## src/rtl/if_stage_if.sv

```systemverilog
// Instruction-memory fetch bus between if_stage (master) and the instruction memory (slave).
interface if_stage_if #(
  parameter int unsigned PC_W = 32
) ();
  logic [PC_W-1:0] imem_addr;
  logic [31:0]     imem_rdata;
  logic            imem_ready;

  modport master (
    output imem_addr,
    input  imem_rdata,
    input  imem_ready
  );

  modport slave (
    input  imem_addr,
    output imem_rdata,
    output imem_ready
  );
endinterface

```

## src/rtl/if_stage.sv

```systemverilog
// Instruction-fetch stage: PC register, IF/ID instruction register, stall/redirect/memory-wait.
// Optional fetch/bubble performance counters are enabled with `define IF_PERF_CNT_EN.
module if_stage #(
  parameter int unsigned     PC_W     = 32,
  parameter logic [PC_W-1:0] RESET_PC = '0,
  parameter logic [31:0]     NOP_WORD = 32'h0000_0000
) (
  input  logic            clk,
  input  logic            rst,
  input  logic            stall,
  input  logic            br_taken,
  input  logic [PC_W-1:0] br_target,
  if_stage_if.master      imem,
  output logic [31:0]     IR,
  output logic [PC_W-1:0] PC_1,
  output logic            ir_valid
`ifdef IF_PERF_CNT_EN
  ,
  output logic [31:0]     fetch_cnt,
  output logic [31:0]     bubble_cnt
`endif
);

  typedef enum logic [1:0] {StBoot, StRun, StWait} state_e;

  state_e          state_q;
  logic [PC_W-1:0] pc_q;
  logic [PC_W-1:0] pc_inc;

  // PC+1 wraps naturally at the PC_W boundary.
  assign pc_inc         = pc_q + PC_W'(1);
  assign imem.imem_addr = pc_q;

`ifdef IF_PERF_CNT_EN
  function automatic logic [31:0] sat_inc(input logic [31:0] v);
    return (v == 32'hFFFF_FFFF) ? v : v + 32'd1;
  endfunction
`endif

  always_ff @(posedge clk) begin
    if (rst) begin
      state_q  <= StBoot;
      pc_q     <= RESET_PC;
      IR       <= NOP_WORD;
      PC_1     <= '0;
      ir_valid <= 1'b0;
`ifdef IF_PERF_CNT_EN
      fetch_cnt  <= '0;
      bubble_cnt <= '0;
`endif
    end else begin
      unique case (state_q)
        // First cycle out of reset: no fetch, redirects ignored.
        StBoot: state_q <= StRun;
        StRun, StWait: begin
          if (br_taken) begin
            // Squash the wrong-path fetch even when stalled or memory not ready.
            pc_q     <= br_target;
            IR       <= NOP_WORD;
            ir_valid <= 1'b0;
            state_q  <= StRun;
`ifdef IF_PERF_CNT_EN
            bubble_cnt <= sat_inc(bubble_cnt);
`endif
          end else if (!stall) begin
            if (imem.imem_ready) begin
              IR       <= imem.imem_rdata;
              PC_1     <= pc_inc;
              ir_valid <= 1'b1;
              pc_q     <= pc_inc;
              state_q  <= StRun;
`ifdef IF_PERF_CNT_EN
              fetch_cnt <= sat_inc(fetch_cnt);
`endif
            end else begin
              // Retry the same address next cycle; a bubble goes downstream meanwhile.
              IR       <= NOP_WORD;
              ir_valid <= 1'b0;
              state_q  <= StWait;
`ifdef IF_PERF_CNT_EN
              bubble_cnt <= sat_inc(bubble_cnt);
`endif
            end
          end
        end
        default: state_q <= StBoot;
      endcase
    end
  end

endmodule

```

## src/flat_wrapper.sv

```systemverilog
// flat-port wrapper written by rule: the top's interface ports become plain ports
module if_stage_flat 
#(
  parameter int unsigned     PC_W     = 32,
  parameter logic [PC_W-1:0] RESET_PC = '0,
  parameter logic [31:0]     NOP_WORD = 32'h0000_0000
)
  (clk, rst, stall, br_taken, br_target, IR, PC_1, ir_valid, imem_imem_addr, imem_imem_rdata, imem_imem_ready);
  if_stage_if #(.PC_W(PC_W)) imem_i ();
  input  logic clk;
  input  logic rst;
  input  logic stall;
  input  logic br_taken;
  input  logic [PC_W-1:0] br_target;
  output logic [31:0] IR;
  output logic [PC_W-1:0] PC_1;
  output logic ir_valid;
  output wire logic [$bits(imem_i.imem_addr)-1:0] imem_imem_addr;
  input wire logic [$bits(imem_i.imem_rdata)-1:0] imem_imem_rdata;
  input wire logic [$bits(imem_i.imem_ready)-1:0] imem_imem_ready;
  assign imem_imem_addr = imem_i.imem_addr;
  assign imem_i.imem_rdata = imem_imem_rdata;
  assign imem_i.imem_ready = imem_imem_ready;
  if_stage #(.PC_W(PC_W), .RESET_PC(RESET_PC), .NOP_WORD(NOP_WORD)) u_core (.clk(clk), .rst(rst), .stall(stall), .br_taken(br_taken), .br_target(br_target), .imem(imem_i), .IR(IR), .PC_1(PC_1), .ir_valid(ir_valid));
endmodule
```

## config.mk

```make
export PLATFORM = sky130hd
export DESIGN_NAME = if_stage_flat
export DESIGN_NICKNAME = d
export VERILOG_FILES = /design/src/rtl/if_stage_if.sv /design/src/rtl/if_stage.sv /design/src/flat_wrapper.sv
export SDC_FILE = /design/constraint.sdc
export NUM_CORES = 1
export LEC_CHECK = 0
export CAP_MARGIN = 10
export CORE_AREA = 8 8 101 140
export DETAILED_ROUTE_END_ITERATION = 7
export DIE_AREA = 0 0 109 148
export GPL_TIMING_DRIVEN = 1
export PLACE_DENSITY = 0.87
export SLEW_MARGIN = 20
export SYNTH_ARGS = -nofsm -noshare
export SYNTH_HDL_FRONTEND = slang
export SYNTH_SLANG_ARGS = --single-unit
export TNS_END_PERCENT = 20
```

## constraint.sdc

```tcl
create_clock -name clk -period 2 [get_ports clk]
set_clock_uncertainty 0.1 [all_clocks]
set_input_delay 0.3 -clock clk [delete_from_list [all_inputs] [get_ports clk]]
set_output_delay 0.3 -clock clk [all_outputs]
set_load 0.03 [all_outputs]
```

==> results of run 1 <==
-- power by group through the flow --
| stage | sequential [W] | clock (W) | combinational [W] |
|---|---|---|---|
| global placement | 0.00216 | 0 | 0.000958 |
| finish | 0.00212 | 0.00187 | 0.000989 |
| CTS | 0.00212 | 0.00191 | 0.000979 |
| detailed placement | 0.00216 | 0 | 0.000972 |
| floorplan | 0.00232 | 0 | 0.000330 |
| global route | 0.00213 | 0.00199 | 0.00105 |
-- cell usage after synthesis, types with 3 or more instances --
cell	instances
dfxtp_1	99
nor2_1	81
a22oi_1	42
nand2_1	41
o21ai_0	36
a21oi_1	33
clkbuf_1	25
buf_2	18
nand4_1	16
a211oi_1	14
xor2_1	14
and3_1	13
nand3_1	13
xnor2_1	13
a31oi_1	10
inv_1	8
nor3_1	7
a22o_1	6
nor4_1	6
and2_1	5
mux2i_1	5
buf_1	4
o31ai_1	4
a21o_1	3
a32o_1	3
and4_1	3
ha_1	3
nor4_4	3
o311ai_0	3
-- stage by stage --
step	power, W	utilization (%)	setup TNS, ns	std cells	cell area (µm²)
after floorplan	0.00265	-	-0.0384	576	4860
after detailed placement	0.00314	58.1	-0.217	904	7020
after global placement	0.00312	58.1	-0.0332	904	7020
after CTS	0.00501	60.8	0	920	7340
final	0.00499	61.5	0	922	7430
after global routing	0.00518	61.5	-0.0511	922	7430
-- worst paths after layout --
kind | startpoint | endpoint | slack (ns) | depth (start not counted)
hold reg to reg | u_core.PC_1[1] | u_core.PC_1[1] | 0.36 | 2
setup reg to reg | u_core.imem.imem_addr[2] | u_core.imem.imem_addr[23] | 0.05 | 6
hold / removal | rst | u_core.PC_1[1] | 0.34 | 3
setup / recovery | u_core.imem.imem_addr[12] | imem_imem_addr[12] | 0.02 | 2
-- critical path, delay by kind of cell (launching register included) --
family | cells | cell delay [ns]
buffers and inverters | 2 | 0.87
DFF | 1 | 0.37
-- area by class of cell --
type / count / area share [%]
clock buffers: 12 / 3.74
clock inverters: 4 / 0.606
inverters: 9 / 0.455
multi-input cells: 418 / 35.6
flip-flops and latches: 99 / 26.8
well taps: 150 / 2.53
repair buffers: 230 / 30.2
-- flip-flops by register name (all words and copies together), names as in the netlist --
signal                 count
u_core.imem.imem_addr     32
u_core.state_q             2
u_core.IR                 32
u_core.PC_1               32
u_core.ir_valid            1
-- cells by family (layout without fill, tap and decap cells) --
kind of cell               after synthesis  in the layout  share of synthesized area [%]
and+or+nand+nor                        207            207                           22.5
DFF                                     99             99                           40.9
adders and majority gates                3              3                          0.774
AOI/OAI and AO/OA                      176            176                           24.6
buffers and inverters                   59            255                           5.34
xor gates and xnor gates                27             27                           4.88
muxes                                    5              5                           1.03
-- what timing repair did --
action | 4_1_cts | 5_1_grt
buffers inserted | 0 | 1
endpoints found under the hold margin | 0 | 0
resized for setup | 1 | 17
gates cloned | 0 | 1
endpoints found under the setup margin | 1 | 47
pin swaps | 0 | 3
-- per-layer routing --
layer  part of all wire [%]  GRT usage (%)  vias up
met2                     49           34.3      227
met3                    8.7           6.62       42
met5                      0              0        -
met1                     39           22.8     2475
li1                       -              -     2486
met4                    3.1           8.18        0
==> results, run 1 <==
- Setup repair after global routing could not meet its margin everywhere.
- The clock sink count is 99.
- The sequential cells in the finished layout cover a total of 1990 µm².
- The most used flip-flop cell after synthesis is dfxtp_1.
- The via-per-instance ratio is 5.67.
- The die is 148 µm tall.
- The run finished with clean final reports.
- The H-tree was split into 3 levels.
- The tool flagged a number of max-cap violations equal to 0.
- Detailed routing inserted a total of 5,230 vias.
- The quantity of I/O buffers inserted on ports is 165.
- The number of fill cells is 993.
- The placer's final routability congestion estimate is 0.917.
- The area growth from synthesis to layout is 53.3%.
- The core region is 12,100 µm².
- The cell internal power dissipation is 0.00362 W.
- The clock transition at the register clock pins on the worst setup and hold paths after CTS is 0.07 ns.
- The worst pin sits at a relative slew slack of 67.8%.
- The via count of the first global-routing pass was 5,192.
- The combinational share of power is 19.8%.
- The area of the die is 16,100 µm².
- The number of ports placed on the die boundary is 166.
- The net count after synthesis is 648.
- The placed wire-length estimate is 12,100 µm.
- The pin count of the biggest net entering global routing is 81.
- The number of synthesis warnings is 0.
- The overall die width is 109 µm.
- The synthesized netlist occupies a cell area of 4850 µm².
- The cell count after synthesis is 576.
- The floorplan has 48 rows.
- TritonCTS built the clock tree.
- Clock tree synthesis inserted a total of 9 buffers.
- Based on the critical path, the design can be clocked at up to 505 MHz.
- The count of final max-slew check failures is 0.
- The number of antenna violations at the first check in global routing came to 0.
- In this run, synthesis inferred 0 flip-flops with an integrated enable.
- The repair_antennas step left the layout with diodes totalling 0.
- Of all cell types, the one taking the most synthesized area is dfxtp_1.
- After layout, the minimum clock period comes to 1.98 ns.
- The number of hold violations in the final report is 0.
- Synthesis inferred 99 register bits.
- The share of post-route cells with drive strength above 1 is 14.4%.
- By area the synthesized netlist is led by dfxtp_1 (41%), a22oi_1 (6.5%), nor2_1 (6.3%), o21ai_0 (3.7%), a21oi_1 (3.4%).
- The worst-skew pair later-pin latency is 0.35 ns.
- The root cell of the clock tree is clkbuf_16.
- Global routing used 20.3% of the available tracks across all layers.
- The average instance in the mapped netlist occupies 8.42 µm².
- The required arrival time at the worst endpoint is 1.60 ns.
- The number of DRC markers after the initial detailed-route iteration is 341.
- The async set-reset flop share out of synthesis is 0%.
- The pre-antenna-repair detailed-routing pass consisted of 5 iterations.
- The analysis attributes to cell leakage a power of 2.94 nW.
- The aggregate global routing overflow is 0.
- The total number of nets in the final design is 839.
- Setup violations remaining at the end of the flow were counted as 0.
- The switching power share of the total is 27.5%.
- The share of the Yosys chip area taken by registers is 40.9%.
- After synthesis, the largest area contributor takes up 40.9% of total cell area.
- The worst slack at placement is -0.0661 ns.
- After detailed routing, the number of remaining DRC violations is 0.
- The setup path with the least slack is of type register to output port.
- The initial utilization of the core area, before any placement, comes to 40.2%.
- The longest clock path from root to sink contains 2 buffers.
- The detail-routed net length per standard cell is 18.3 µm.
- The number of nets with antenna violations after detailed routing is 0.
- At the worst endpoint, the arrival time is 1.58 ns.
- The area occupied by multi-input gates is 2650 µm².
- The worst ir drop on vdd is 0.452 mV.
- The clock network fraction of total power is 37.6%.
- STA classifies the critical path endpoint as an output port.
- On the final layout, the worst hold slack is 0.343 ns.
- The worst setup path is launched from a register.
- The highest fanout seen on the critical path is 5.
- The kind of path behind the tightest hold check is input port to register.
- The critical path goes through buf_4 > clkdlybuf4s50_1.
- The total power density per cell area is 671 nW/µm².
- The fraction of power consumed by sequential logic is 42.6%.
- On the worst path, the slowest cell contributes a delay of 0.71 ns.
- The number of unique standard cell types used by synthesis is 64.
- The most frequent standard cell in the layout excluding fill and tap cells is clkdlybuf4s50_1.
- The wire length of the first global-routing pass is 26,500 µm.
- After detailed routing, the total wire length is 16,800 µm.
- In this run the power spent charging and discharging nets is 0.00137 W.
- The slowest cell on the critical path is clkdlybuf4s50_1.
- The post-route fraction of the period consumed by the critical path is 99.1%.
- The actual slew at the worst max-slew pin is 0.482 ns.
- The least setup slack across all paths after layout is 0.0187 ns.
- The top cell types in the final layout, fill and taps aside, are clkdlybuf4s50_1 (152), dfxtp_1 (94), nor2_1 (81).
- The hold buffer count at CTS is 0.
(Power assumes the default switching activity.)
==> run 2, diff against run 1 <==
--- a/config.mk
+++ b/config.mk
@@ -5,12 +5,13 @@
 export SDC_FILE = /design/constraint.sdc
 export NUM_CORES = 1
 export LEC_CHECK = 0
+export ABC_AREA = 1
 export CAP_MARGIN = 10
-export CORE_AREA = 8 8 101 140
+export CORE_AREA = 8 8 100 139
 export DETAILED_ROUTE_END_ITERATION = 7
-export DIE_AREA = 0 0 109 148
+export DIE_AREA = 0 0 108 147
 export GPL_TIMING_DRIVEN = 1
-export PLACE_DENSITY = 0.87
+export PLACE_DENSITY = 0.88
 export SLEW_MARGIN = 20
 export SYNTH_ARGS = -nofsm -noshare
 export SYNTH_HDL_FRONTEND = slang
==> results, run 2 <==
- The flow ran to the end, and the final reports show no timing, DRC or antenna violations.
- The number of synthesis warnings came to 0 (unchanged).
- The clock transition at the register clock pins on the worst setup and hold paths after CTS is 0.06 ns (about the same).
- The primary flip-flop cell chosen by synthesis mapping is dfxtp_1.
- The area growth from synthesis to layout is 44.8%.
- The area of the die is 15,900 µm² (-1.6%).
- The total power draw is 0.00525 W (+5.4%).
- The starting density of the core is 39.8% (-0.40 points).
- The worst-skew pair later-pin latency came to 0.35 ns (about the same).
- The largest individual stage delay along the critical path comes from the cell clkdlybuf4s50_1.
- The aggregate global routing overflow is 0 (unchanged).
- The number of levels in the clock H-tree is 3 (unchanged).
- The actual slew at the worst max-slew pin was 0.412 ns (-0.0693 ns).
- The number of synthesized flops with an enable pin is 0 (unchanged).
- The number of hold violations in the final report is 0 (unchanged).
- The via count is 5,028 (-3.9%).
- The static leakage came to 2.74 nW (-6.8%).
- Leaving out fill and tap cells, the most frequent cell in the layout is nand2_1.
- The worst ir drop on vdd was 0.407 mV (-9.9%).
- The overall die width was 108 µm (-0.92%).
- The count of buffer and inverter cells on the critical path is 1 (-1).
- The wire length of the first global-routing pass is 23,800 µm (-10%).
- The worst register-to-register path begins at u_core.imem.imem_addr[1].
- The total clock buffers created by CTS came to 9 (unchanged).
- The average footprint of a synthesized cell is 6.84 µm² (-19%).
- The total number of nets in the final design is 923 (+10%).
- The total negative slack for setup checks is 0 ns (unchanged).
- The sort of element at the end of the critical path is an output port.
- In this run the most critical hold path is launched from rst.
- The detailed-route DRC error count is 0 (unchanged).
- The tightest min-delay check is of the input port to register type.
- The number of nets with antenna violations after detailed routing came to 0 (unchanged).
- The post-route minimum period was 1.94 ns (-0.0450 ns).
- The share of post-route cells with drive strength above 1 came to 6.31% (-8.1 points).
- The biggest area contributor in the post-synthesis netlist is dfxtp_1.
- The placed wire-length estimate is 11,400 µm (-5.7%).
- The worst register-to-register path ends at u_core.imem.imem_addr[12].
- The post-route fraction of the period consumed by the critical path is 96.8% (-2.2 points).
- The number of cells traversed by the worst register-to-register path was 8 (+2).
- The post-synth design cell area came to 4750 µm² (-2.0%).
- The flip-flop and latch area was 1980 µm² (-0.50%).
- The remaining max-slew budget at the tightest pin is 72.4% (+4.7 points).
- The placer's final routability congestion estimate is 0.915 (-0.21%).
- The sum of routed wire segments on met1 is 5850 µm (-11%).
- Traced cell by cell, the critical path runs through clkdlybuf4s50_1.
- The pin count of the biggest net entering global routing is 62 (-23%).
- Setup repair after global routing left no endpoint under its margin.
- The net count after synthesis is 767 (+18%).
- The sequential-to-total area share from yosys stat is 41.7% (+0.83 points).
- The site row count is 48 (unchanged).
- The gate family responsible for the most delay along the worst path is buffers and inverters.
- The top achievable clock speed is 516 MHz (+2.3%).
- In this run the top signal layer used is met4.
- CTS placed an instance of clkbuf_16 at the clock tree root.
- The category of the most critical setup path is register to output port.
- The number of fill cells is 1,106 (+11%).
- The count of final max-slew check failures is 0 (unchanged).
- The async set-reset flop share out of synthesis is 0% (unchanged).
- The overall fraction of global-route tracks in use was 18.8% (-1.6 points).
- The met3 routed wirelength is 1090 µm (-25%).
- The via-per-instance ratio was 5.00 (-12%).
- The cell count along the critical path came to 1 (-1).
- After synthesis, the most frequently instantiated cells are nand2_1 (193), a21oi_1 (100), dfxtp_1 (99).
- The clock sink count is 99 (unchanged).
- The y dimension of the die is 147 µm (-0.68%).
- The register-to-register path setup slack came to 0.18 ns (+0.13 ns).
- The number of antenna violations at the first check in global routing is 0 (unchanged).
- The quantity of I/O buffers inserted on ports is 165 (unchanged).
- The cell count after synthesis came to 695 (+21%).
- The top-area cell type share of the netlist area is 41.7% (+0.83 points).
- The post-cts gate resize count is 0 (-1).
- The area of the core region is 12,000 µm² (-0.99%).
- The required arrival time at the worst endpoint is 1.60 ns (about the same).
- The number of DRC markers after the initial detailed-route iteration came to 233 (-32%).
- The detail-routed net length per standard cell came to 15.2 µm (-17%).
- The worst stage delay on the critical path came to 0.73 ns (+0.02 ns).
- The number of setup buffers added after CTS is 0 (unchanged).
- The top cell types in the final layout, fill and taps aside, are nand2_1 (193), clkdlybuf4s50_1 (164), a21oi_1 (100).
- The area occupied by multi-input gates was 2360 µm² (-11%).
- The total power density per cell area is 764 nW/µm² (+14%).
- The clock tree buffer depth came to 2 (unchanged).
- The number of synthesized register bits is 99 (unchanged).
- The worst setup path is launched from a register.
- The highest fanout seen on the critical path is 7 (+2).
- The via count of the first global-routing pass is 4,866 (-6.3%).
- TritonCTS built the clock tree.
- The number of max-cap violations is 0 (unchanged).
- The hold buffer count at CTS is 0 (unchanged).
- The worst-case hold path end point is u_core.state_q[1].
- The wire length after detailed routing is 15,200 µm (-9.5%).
- The number of unique standard cell types used by synthesis is 28 (-56%).
- The routed length on met2 is 7690 µm (-7.4%).
- The number of antenna cells inserted is 0 (unchanged).
- The number of cells on the worst hold path is 3 (unchanged).
- The number of ports placed on the die boundary is 166 (unchanged).
- The first-pass detailed-route iteration total came to 5 (unchanged).
- The final setup violation count came to 0 (unchanged).
- The worst path arrival time is 1.54 ns (-0.04 ns).
- The dominant cell by count in the synthesized netlist is nand2_1.
- Ranked by total cell area, the synthesized netlist is headed by dfxtp_1 (42%), nand2_1 (15%), a21oi_1 (11%), nor2_1 (6.9%), inv_1 (4.3%).
[run 2: cell types whose count changed after synthesis, sizes merged, moves of 10 or more]
| cell | before | now |
|---|---|---|
| a211oi | 16 | 0 |
| inv | 8 | 58 |
| buf | 25 | 13 |
| nor3 | 10 | 0 |
| nor2 | 81 | 99 |
| and3 | 13 | 0 |
| nand2 | 41 | 197 |
| a22oi | 42 | 0 |
| a21oi | 33 | 100 |
| nand4 | 18 | 1 |
| o21ai | 39 | 61 |
[run 2: per-stage QoR]
step / hold WS, ns / cells / setup WS (ns) / utilization [%] / cell area [µm²]
floorplan: 0.343 / 695 / 0.204 / - / 4750
global placement: 0.351 / 990 / 0.113 / 54.9 / 6570
detailed placement: 0.353 / 990 / 0.0341 / 54.9 / 6570
CTS: 0.338 / 1006 / 0.0587 / 57.5 / 6870
global route: 0.351 / 1006 / 0.0231 / 57.6 / 6880
finish: 0.337 / 1006 / 0.0637 / 57.6 / 6880
[run 2: power breakdown]
group / leakage [nW] / switching (W) / internal, W
logic: 1.78 / 0.000711 / 0.000522
registers: 0.807 / 0.000146 / 0.00211
clock network: 0.150 / 0.000757 / 0.00101
total: 2.74 / 0.00161 / 0.00364
[run 2: logic make-up after synthesis]
kind of cell,count (synthesis),synth area share (%)
XOR/XNOR,15,2.77
flip-flops,99,41.7
adder cells (fa/ha/maj),3,0.790
AO/OA/AOI/OAI,165,17.6
AND/OR/NAND/NOR,319,28.5
buffers and inverters,94,8.66
[run 2: area by class of cell]
| class | instances | share of cell area [%] |
|---|---|---|
| clock buffers | 11 | 3.53 |
| clock inverters | 5 | 0.891 |
| inverters | 58 | 3.24 |
| multi-input cells | 502 | 34.4 |
| flip-flops and latches | 99 | 28.8 |
| well taps | 150 | 2.73 |
| repair buffers | 181 | 26.4 |
[run 2: how the worst max path moves through the flow]
stage          slack [ns]                      start                 end
2_1_floorplan        0.20   u_core.imem.imem_addr[0]     u_core.PC_1[20]
3_3_place_gp         0.11                   br_taken      u_core.PC_1[9]
3_5_place_dp         0.03                   br_taken     u_core.PC_1[16]
4_1_cts              0.06  u_core.imem.imem_addr[18]  imem_imem_addr[18]
5_1_grt              0.02  u_core.imem.imem_addr[18]  imem_imem_addr[18]
6_report             0.06  u_core.imem.imem_addr[18]  imem_imem_addr[18]
[run 2: layer usage]
metal	vias up	global-route usage (%)
li1	2523	-
met1	2266	19.5
met2	195	33.2
met3	44	4.73
met4	0	10.1
met5	-	0
[run 2: worst reg2reg max path: stages (launching register included)]
cell and delay, ns:
dfxtp_1 0.38, ha_1 0.21, nand2_1 0.10, nor2_4 0.14, nand2_2 0.15, nor2_2 0.24
xor2_1 0.23, nand2_1 0.07, a21oi_1 0.13
